$ cat src/rtl/cpu_pkg.sv
// Shared core types: register-file widths and the write-back queue entry.
// Imported by the write-back queue and its youngest-match search.
package cpu_pkg;

  localparam int XLEN   = 32;
  localparam int REG_AW = 5;

  typedef logic [REG_AW-1:0] reg_addr_t;
  typedef logic [XLEN-1:0]   reg_data_t;

  typedef struct packed {
    reg_addr_t waddr;
    reg_data_t wdata;
  } wb_entry_t;

endpackage

$ cat src/rtl/wbq_match.sv
// Youngest-match search over age-ordered queue entries (index 0 oldest).
// Register 0 never hits.
module wbq_match
  import cpu_pkg::*;
#(
  parameter int DEPTH      = 4,
  parameter int ADDR_WIDTH = REG_AW,
  parameter int DATA_WIDTH = XLEN
) (
  input  wb_entry_t              ents [DEPTH],
  input  logic [DEPTH-1:0]       vld,
  input  logic [ADDR_WIDTH-1:0]  raddr,
  output logic                   hit,
  output logic [DATA_WIDTH-1:0]  data
);

  reg_addr_t key;

  assign key = reg_addr_t'(raddr);

  // later (younger) matches overwrite earlier ones
  always_comb begin
    hit  = 1'b0;
    data = '0;
    for (int j = 0; j < DEPTH; j++) begin
      if (vld[j] && key != '0 && ents[j].waddr == key) begin
        hit  = 1'b1;
        data = DATA_WIDTH'(ents[j].wdata);
      end
    end
  end

endmodule

$ cat src/rtl/reg_wb_queue.sv
// Register write-back queue: FIFO of pending writes draining into the RF.
// Pending-write bypass lookup is built only when WBQ_BYPASS_EN is defined.
module reg_wb_queue
  import cpu_pkg::*;
#(
  parameter int DATA_WIDTH = XLEN,
  parameter int ADDR_WIDTH = REG_AW,
  parameter int DEPTH      = 4
) (
  input  logic                        clk,
  input  logic                        rst_n,
  input  logic                        in_valid,
  output logic                        in_ready,
  input  logic [ADDR_WIDTH-1:0]       in_waddr,
  input  logic [DATA_WIDTH-1:0]       in_wdata,
  input  logic                        flush,
  input  logic                        rf_stall,
  output logic                        rf_wen,
  output logic [ADDR_WIDTH-1:0]       rf_waddr,
  output logic [DATA_WIDTH-1:0]       rf_wdata,
  input  logic [ADDR_WIDTH-1:0]       byp_raddr1,
  input  logic [ADDR_WIDTH-1:0]       byp_raddr2,
  output logic                        byp_hit1,
  output logic                        byp_hit2,
  output logic [DATA_WIDTH-1:0]       byp_data1,
  output logic [DATA_WIDTH-1:0]       byp_data2,
  output logic [$clog2(DEPTH):0]      count
);

  localparam int PW = $clog2(DEPTH);
  localparam int CW = PW + 1;

  wb_entry_t       mem [DEPTH];
  wb_entry_t       head_ent;
  wb_entry_t       new_ent;
  logic [PW-1:0]   head;
  logic [PW-1:0]   tail;
  logic [CW-1:0]   cnt;
  logic            full;
  logic            empty;
  logic            push;
  logic            pop;

  assign full     = cnt == CW'(DEPTH);
  assign empty    = cnt == '0;
  assign in_ready = !full;
  assign count    = cnt;

  // writes to r0 complete the handshake but allocate nothing
  assign push = in_valid && !full && !flush && (in_waddr != '0);
  assign rf_wen = !empty && !rf_stall && !flush;
  assign pop  = rf_wen;

  assign head_ent = mem[head];
  assign rf_waddr = empty ? '0 : ADDR_WIDTH'(head_ent.waddr);
  assign rf_wdata = empty ? '0 : DATA_WIDTH'(head_ent.wdata);

  assign new_ent = '{
    waddr: reg_addr_t'(in_waddr),
    wdata: reg_data_t'(in_wdata)
  };

  always_ff @(posedge clk or negedge rst_n) begin
    if (!rst_n) begin
      head <= '0;
      tail <= '0;
      cnt  <= '0;
    end else if (flush) begin
      head <= '0;
      tail <= '0;
      cnt  <= '0;
    end else begin
      if (push) tail <= tail + PW'(1);
      if (pop)  head <= head + PW'(1);
      unique case ({push, pop})
        2'b10:   cnt <= cnt + CW'(1);
        2'b01:   cnt <= cnt - CW'(1);
        default: cnt <= cnt;
      endcase
    end
  end

  // payload storage is not reset; occupancy alone defines validity
  always_ff @(posedge clk) begin
    if (push) mem[tail] <= new_ent;
  end

`ifdef WBQ_BYPASS_EN
  wb_entry_t        ord [DEPTH];
  logic [DEPTH-1:0] vld;

  for (genvar j = 0; j < DEPTH; j++) begin : g_age
    assign ord[j] = mem[head + PW'(j)];
    assign vld[j] = CW'(j) < cnt;
  end

  wbq_match #(
    .DEPTH      (DEPTH),
    .ADDR_WIDTH (ADDR_WIDTH),
    .DATA_WIDTH (DATA_WIDTH)
  ) u_match1 (
    .ents  (ord),
    .vld   (vld),
    .raddr (byp_raddr1),
    .hit   (byp_hit1),
    .data  (byp_data1)
  );

  wbq_match #(
    .DEPTH      (DEPTH),
    .ADDR_WIDTH (ADDR_WIDTH),
    .DATA_WIDTH (DATA_WIDTH)
  ) u_match2 (
    .ents  (ord),
    .vld   (vld),
    .raddr (byp_raddr2),
    .hit   (byp_hit2),
    .data  (byp_data2)
  );
`else
  logic [2*ADDR_WIDTH-1:0] byp_unused;

  assign byp_unused = {byp_raddr1, byp_raddr2};
  assign byp_hit1   = 1'b0;
  assign byp_hit2   = 1'b0;
  assign byp_data1  = '0;
  assign byp_data2  = '0;
`endif

endmodule

$ cat config.mk
export PLATFORM = sky130hd
export DESIGN_NAME = reg_wb_queue
export DESIGN_NICKNAME = d
export VERILOG_FILES = /design/src/rtl/cpu_pkg.sv /design/src/rtl/wbq_match.sv /design/src/rtl/reg_wb_queue.sv
export SDC_FILE = /design/constraint.sdc
export NUM_CORES = 1
export LEC_CHECK = 0
export BUFFER_PORTS_ARGS = -buffer_cell sky130_fd_sc_hd__buf_2
export CAP_MARGIN = 20
export CORE_UTILIZATION = 35
export CTS_BUF_LIST = sky130_fd_sc_hd__clkbuf_4 sky130_fd_sc_hd__clkbuf_8
export DETAILED_ROUTE_END_ITERATION = 16
export HOLD_SLACK_MARGIN = 0.1
export PLACE_DENSITY = 0.68
export SLEW_MARGIN = 30
export SYNTH_ARGS = -nofsm -noshare
export SYNTH_HDL_FRONTEND = slang
export SYNTH_SLANG_ARGS = --single-unit
$ cat constraint.sdc
create_clock -name clk -period 2.7 [get_ports clk]
set_input_delay 0.54 -clock clk [delete_from_list [all_inputs] [get_ports clk]]
set_output_delay 0.54 -clock clk [all_outputs]
set_load 0.03 [all_outputs]
### Yosys cells after proc, flatten, opt, wreduce, memory -nomap -nowiden

Memory sizes are Yosys's and may differ from the RTL's.
Index checks and enable logic that the tools add are counted.

| operators by class | value |
|---|---|
| add/sub/neg operators | 4 |
| equality and inequality tests | 3 |
| mux-type cells | 10 |
| reductions and logical operators | 14 |

Operators by type and width:

| cell | number |
|---|---|
| $mux 32 | 1 |
| $mux 2 | 4 |
| $pmux 3 s2 | 1 |
| $logic_and 1x1->1 | 5 |
| $mux 5 | 1 |
| $reduce_bool 5->1 | 1 |
| $add 2x1->2 const B | 2 |
| $logic_not 1->1 | 4 |
| $reduce_bool 2->1 | 2 |
| $add 3x1->3 const B | 1 |
| $eq 3x3->1 const B | 1 |
| $logic_not 3->1 | 1 |
| $mux 3 | 1 |
| $reduce_bool 3->1 | 1 |
| $sub 3x1->3 const B | 1 |
| $eq 2x1->1 const B | 1 |
| $eq 2x2->1 const B | 1 |
| $mux 1 | 2 |

| word-level totals | value |
|---|---|
| register bits after elaboration | 7 |
| bits in writable memories | 148 |
| bits of input ports | 52 |
| output and inout port bits | 108 |
| word-level logic and storage cells | 35 |
| memories kept | 1 |

Memory list:

| name | words | bits a word | read ports | clocked after Yosys merged registers in | wr ports | RTL line | text |
|---|---|---|---|---|---|---|---|
| mem | 4 | 37 | 1 | 0 | 1 | reg_wb_queue.sv:33 | `wb_entry_t mem [DEPTH];` |

### Logic depth before layout (Yosys ltp)

| depth | value |
|---|---|
| depth in word-level cells | 8 |
| gate-level depth with buffers | 10 |
| gate-level depth less buffers | 8 |

### Worst setup path before layout

No wires, ideal clock.

| path | value |
|---|---|
| kind | register to register |
| start | register cnt[0], in the netlist count[0] |
| end | memory mem[2][0] (netlist name) (enable) |
| setup time | 398 ps |
| data arrival time | 2307 ps |
| data required time | 2302 ps |
| path slack | -5 ps |
| cell stages (with the launch flop) | 5 |
| path buffers | 1 |
| period minus slack after synthesis | 2705 ps |
| cell sequence | dfrtp_1 or3b_1 o2111a_2 buf_6 and2_1 |

| between the ends | value |
|---|---|
| word-level cells in the longest chain between the ends | 7 |

Ends and longest elaborated chain:

| item | RTL line | text |
|---|---|---|
| start: declaration | reg_wb_queue.sv:38 | `logic [CW-1:0] cnt;` |
| start signal: assignment | reg_wb_queue.sv:76 | `2'b10: cnt <= cnt + CW'(1);` |
| start signal: assignment | reg_wb_queue.sv:77 | `2'b01: cnt <= cnt - CW'(1);` |
| start signal: assignment | reg_wb_queue.sv:78 | `default: cnt <= cnt;` |
| $eq 3x3->1 | reg_wb_queue.sv:44 | `assign full = cnt == CW'(DEPTH);` |
| $logic_not 1->1 | - |  |
| net in_ready | reg_wb_queue.sv:13 | `output logic in_ready,` |
| $logic_and 1x1->1 (3 in a row) | reg_wb_queue.sv:50 | `assign push = in_valid && !full && !flush && (in_waddr != '0);` |
| $mux 1 | reg_wb_queue.sv:85 | `if (push) mem[tail] <= new_ent;` |
| $mux 1 (not written as such) | reg_wb_queue.sv:85 |  |
| end: declaration | reg_wb_queue.sv:33 |  |

The timed path passes the listed nets, and every way through them passes these cells.

### Worst setup path in the final report

| path | value |
|---|---|
| start | register head[0] |
| end | output rf_wdata[31] |

| between the ends | value |
|---|---|
| word-level cells in the longest chain between the ends | 2 |

Ends and longest elaborated chain:

| item | RTL line | text |
|---|---|---|
| start: declaration | reg_wb_queue.sv:36 | `logic [PW-1:0] head;` |
| start signal: assignment | reg_wb_queue.sv:74 | `if (pop) head <= head + PW'(1);` |
| $mem_v2 4x37 | - |  |
| $mux 32 | reg_wb_queue.sv:56 | `assign rf_wdata = empty ? '0 : DATA_WIDTH'(head_ent.wdata);` |
| end: declaration | reg_wb_queue.sv:20 | `output logic [DATA_WIDTH-1:0] rf_wdata,` |

Every way passes these cells.

==> qor.csv <==
stage,metric,value,unit
finish,fraction of layout cells with a size suffix above 1,0.3753,
pwr,LEAKAGE,2.692,nW
finish,ant diodes,0,
finish,synth-to-layout area growth,14.72,%
synth,Synth Warn #,0,
place,DP HPWL,6.989,mm
run_status,failing checks,design-rule violations,
synth,top post-synthesis cells by area,"edfxtp_1 (68%), mux4_2 (13%), buf_4 (7.7%)",
global_route,largest net degree at the start of global routing,40,
synth,Synth async-reset ratio,0.04516,
worst_setup_path,Worst R2R End,count[2]$_DFFE_PN0P_,
synth,Syn Area/Cell,18.57,µm²
sta,fin crit period,2.562,ns
die,core area,18210,µm²
sta,RSZ-0062 raised after global routing,no,
place,IO Port Bufs,83,
finish,Total Nets Final,514,
sta,Fmax,0.3903,GHz
finish,design area,7540,µm²
die,I/O Pins,160,
pwr,clock share of power,0.237,
routing,routed len/inst,16.58,µm
sta,"Slew Viols, Final",0,
worst_setup_path,r2r startpoint,count[1]$_DFFE_PN0P_,
worst_setup_path,crit path cell chain,"buf_4, mux4_2, nor2b_1, buf_2",
synth,"EDFF count, synth",148,
pwr,Seq pwr share,0.400,
pwr,Comb power frac,0.363,
die,chip width,139.0,µm
finish,fin util,0.4141,
clocking,clock tree buffer depth,2,
worst_setup_path,critical path class,flip-flop to output pin,
pwr,overall power,7.175,mW
synth,Post-Syn Area,6573,µm²
place,Inst Count DP,666,
worst_setup_path,"Max FO, Critical Path",13,
die,die area,19330,µm²
worst_setup_path,CP required,2.16,ns
clocking,hold buffers post-CTS,1,
synth,"Distinct cells, synth",32,
sta,Setup Skew,0.007778,ns
worst_setup_path,critical path's top delay family,multiplexers,
finish,final std cells w/o fill,698,
routing,DR pass1 iterations,11,
clocking,PostCTS Resize Cnt,0,
clocking,postcts setup bufs,0,
place,Final Wtd Congestion,0.7392,
worst_hold_path,hold path start,in_wdata[6],
place,placed cell areas,7139,µm²
routing,post-route antenna net violation count,0,
clocking,CTS tree,yes,
pwr,PD cells,951.6,nW/µm²
worst_setup_path,slowest CP cell,mux4_2,
worst_hold_path,end of the worst hold path,mem[0][6]$_DFFE_PP_,
routing,vias after detailed routing,3196,
pwr,P_sw,2.617,mW
worst_setup_path,max incr delay on CP,0.56,ns
run_status,status,finished with violations,
pwr,Sw Ratio,0.3648,
sta,fin crit share,0.9491,
sta,setup violators final,0,
clocking,cell chosen for the clock root,clkbuf_8,
worst_setup_path,CP arrival,2.02,ns
synth,share of the synthesized area in the top cell type,0.6762,
worst_setup_path,r2r setup slk,0.62,ns
clocking,Clock transition at path regs,0.08,ns
die,chip height,139.0,µm
worst_hold_path,Worst Hold Class,primary input to flip-flop,
worst_setup_path,Worst Reg-to-Reg Cells,8,
global_route,wire length of the first global-routing pass,18.02,mm
pwr,Internal,4.557,mW
synth,Yosys reg bits,155,
worst_setup_path,worst path buffer plus inverter count,2,
global_route,grt total ovfl,0,
synth,Syn Inst Count,354,
global_route,antenna violations before repair,0,
worst_setup_path,Startpoint Class,flip-flop,
die,Starting Density,0.3610,
routing,drt total wl,11.57,mm
routing,via density per instance,4.579,
worst_setup_path,Critical Path Sink Type,output pin,
run,max-cap viol count,0,
global_route,Global Route Usage Sum,0.1277,
clocking,H-tree levels,4,
synth,ys flop type,edfxtp_1,
routing,Iter 0 DRT Violations,113,
clocking,cts bufs inserted,17,
pwr,peak supply drop,0.4989,mV
synth,sequential element share of the synthesized area,0.7028,
routing,Remaining DRCs,18,
synth,Synth area leader,edfxtp_1,
finish,"commonest non-fill, non-tap cell in the layout",edfxtp_1,
clocking,worst-skew pair later-pin latency,0.45,ns
finish,most frequent cells in the layout,"edfxtp_1 (148), buf_2 (83), conb_1 (66)",
worst_hold_path,Worst Hold Depth,1,
worst_setup_path,worst setup path startpoint,head[0]$_DFFE_PN0P_,
clocking,count of clock tree sinks,155,
sta,Fin Setup TNS,0,ns
global_route,vias in the first global route,3235,
sta,final hold vios,0,
die,Rows,49,
finish,filler instances,1617,
-- worst max-delay path by stage --
stage | endpoint | slack (ns) | cells past startpoint
after floorplan | count[1]$_DFFE_PN0P_ | 0.03 | 6
after global placement | count[2]$_DFFE_PN0P_ | 0.11 | 9
after detailed placement | count[2]$_DFFE_PN0P_ | 0.13 | 9
after CTS | rf_wdata[31] | 0.06 | 4
after global routing | rf_wdata[31] | 0.01 | 4
final | rf_wdata[31] | 0.14 | 4
-- kinds of logic after synthesis --
| family | Yosys count | synth area share |
|---|---|---|
| adders and majority gates | 5 | 0.01066 |
| buffers and inverters | 85 | 0.08909 |
| xor gates and xnor gates | 3 | 0.005141 |
| AOI/OAI and AO/OA | 9 | 0.01028 |
| muxes | 38 | 0.1285 |
| other | 1 | 0.0005706 |
| DFF | 155 | 0.7028 |
| and+or+nand+nor | 58 | 0.05292 |
-- power by group through the flow --
stage	registers, mW	clock network [mW]	logic [mW]
6_report	2.87	1.70	2.61
5_1_grt	2.89	1.84	2.82
4_1_cts	2.87	1.75	2.67
3_5_place_dp	2.93	0	2.66
3_3_place_gp	2.91	0	2.63
2_1_floorplan	2.94	0	1.95
-- metrics by stage --
step,hold slack (ns),worst slack [ns]
finish,0.3027,0.1375
CTS,0.2710,0.06320
detailed placement,0.3810,0.1317
global route,0.2699,0.01347
global placement,0.3829,0.1091
floorplan,0.2444,0.02888
-- cell usage after synthesis (2+ instances only) --
master	n
inv_1	5
a31o_1	2
mux4_2	37
nor3_1	4
buf_2	6
edfxtp_1	148
buf_4	67
and2_1	4
dfrtp_1	7
nor2_1	4
clkbuf_1	6
ha_1	4
nand2_1	2
nor2b_1	39
nand3b_1	2
-- state kept, by name (all words and copies together), names as in the netlist --
| name | cells |
|---|---|
| mem | 148 |
| head | 2 |
| tail | 2 |
| count | 3 |
-- layout make-up --
| type | instances | area [µm²] | share of cell area |
|---|---|---|---|
| inverters | 5 | 18.77 | 0.002489 |
| clock buffers | 19 | 249.0 | 0.03302 |
| repair buffers | 99 | 600.6 | 0.07965 |
| well taps | 229 | 286.5 | 0.03800 |
| multi-input cells | 179 | 1622 | 0.2151 |
| clock inverters | 12 | 141.4 | 0.01875 |
| flip-flops and latches | 155 | 4622 | 0.6130 |
-- worst register-to-register path, cell delays in order, from the launching register on --
cell,delay [ns]
dfrtp_1,0.45
or3b_1,0.43
o2111a_2,0.18
nor2b_1,0.15
fa_1,0.28
nor3_1,0.08
a31oi_1,0.13
o211ai_1,0.10
a31o_1,0.19
-- routing by layer --
layer / wire [µm] / track usage / up-vias
li1: - / - / 1420
met1: 4621 / 0.1411 / 1627
met2: 6050 / 0.2246 / 133
met3: 723 / 0.04558 / 16
met4: 178 / 0.04912 / 0
met5: 0 / 0 / -
Note: power is estimated with default switching activity, not from simulation.
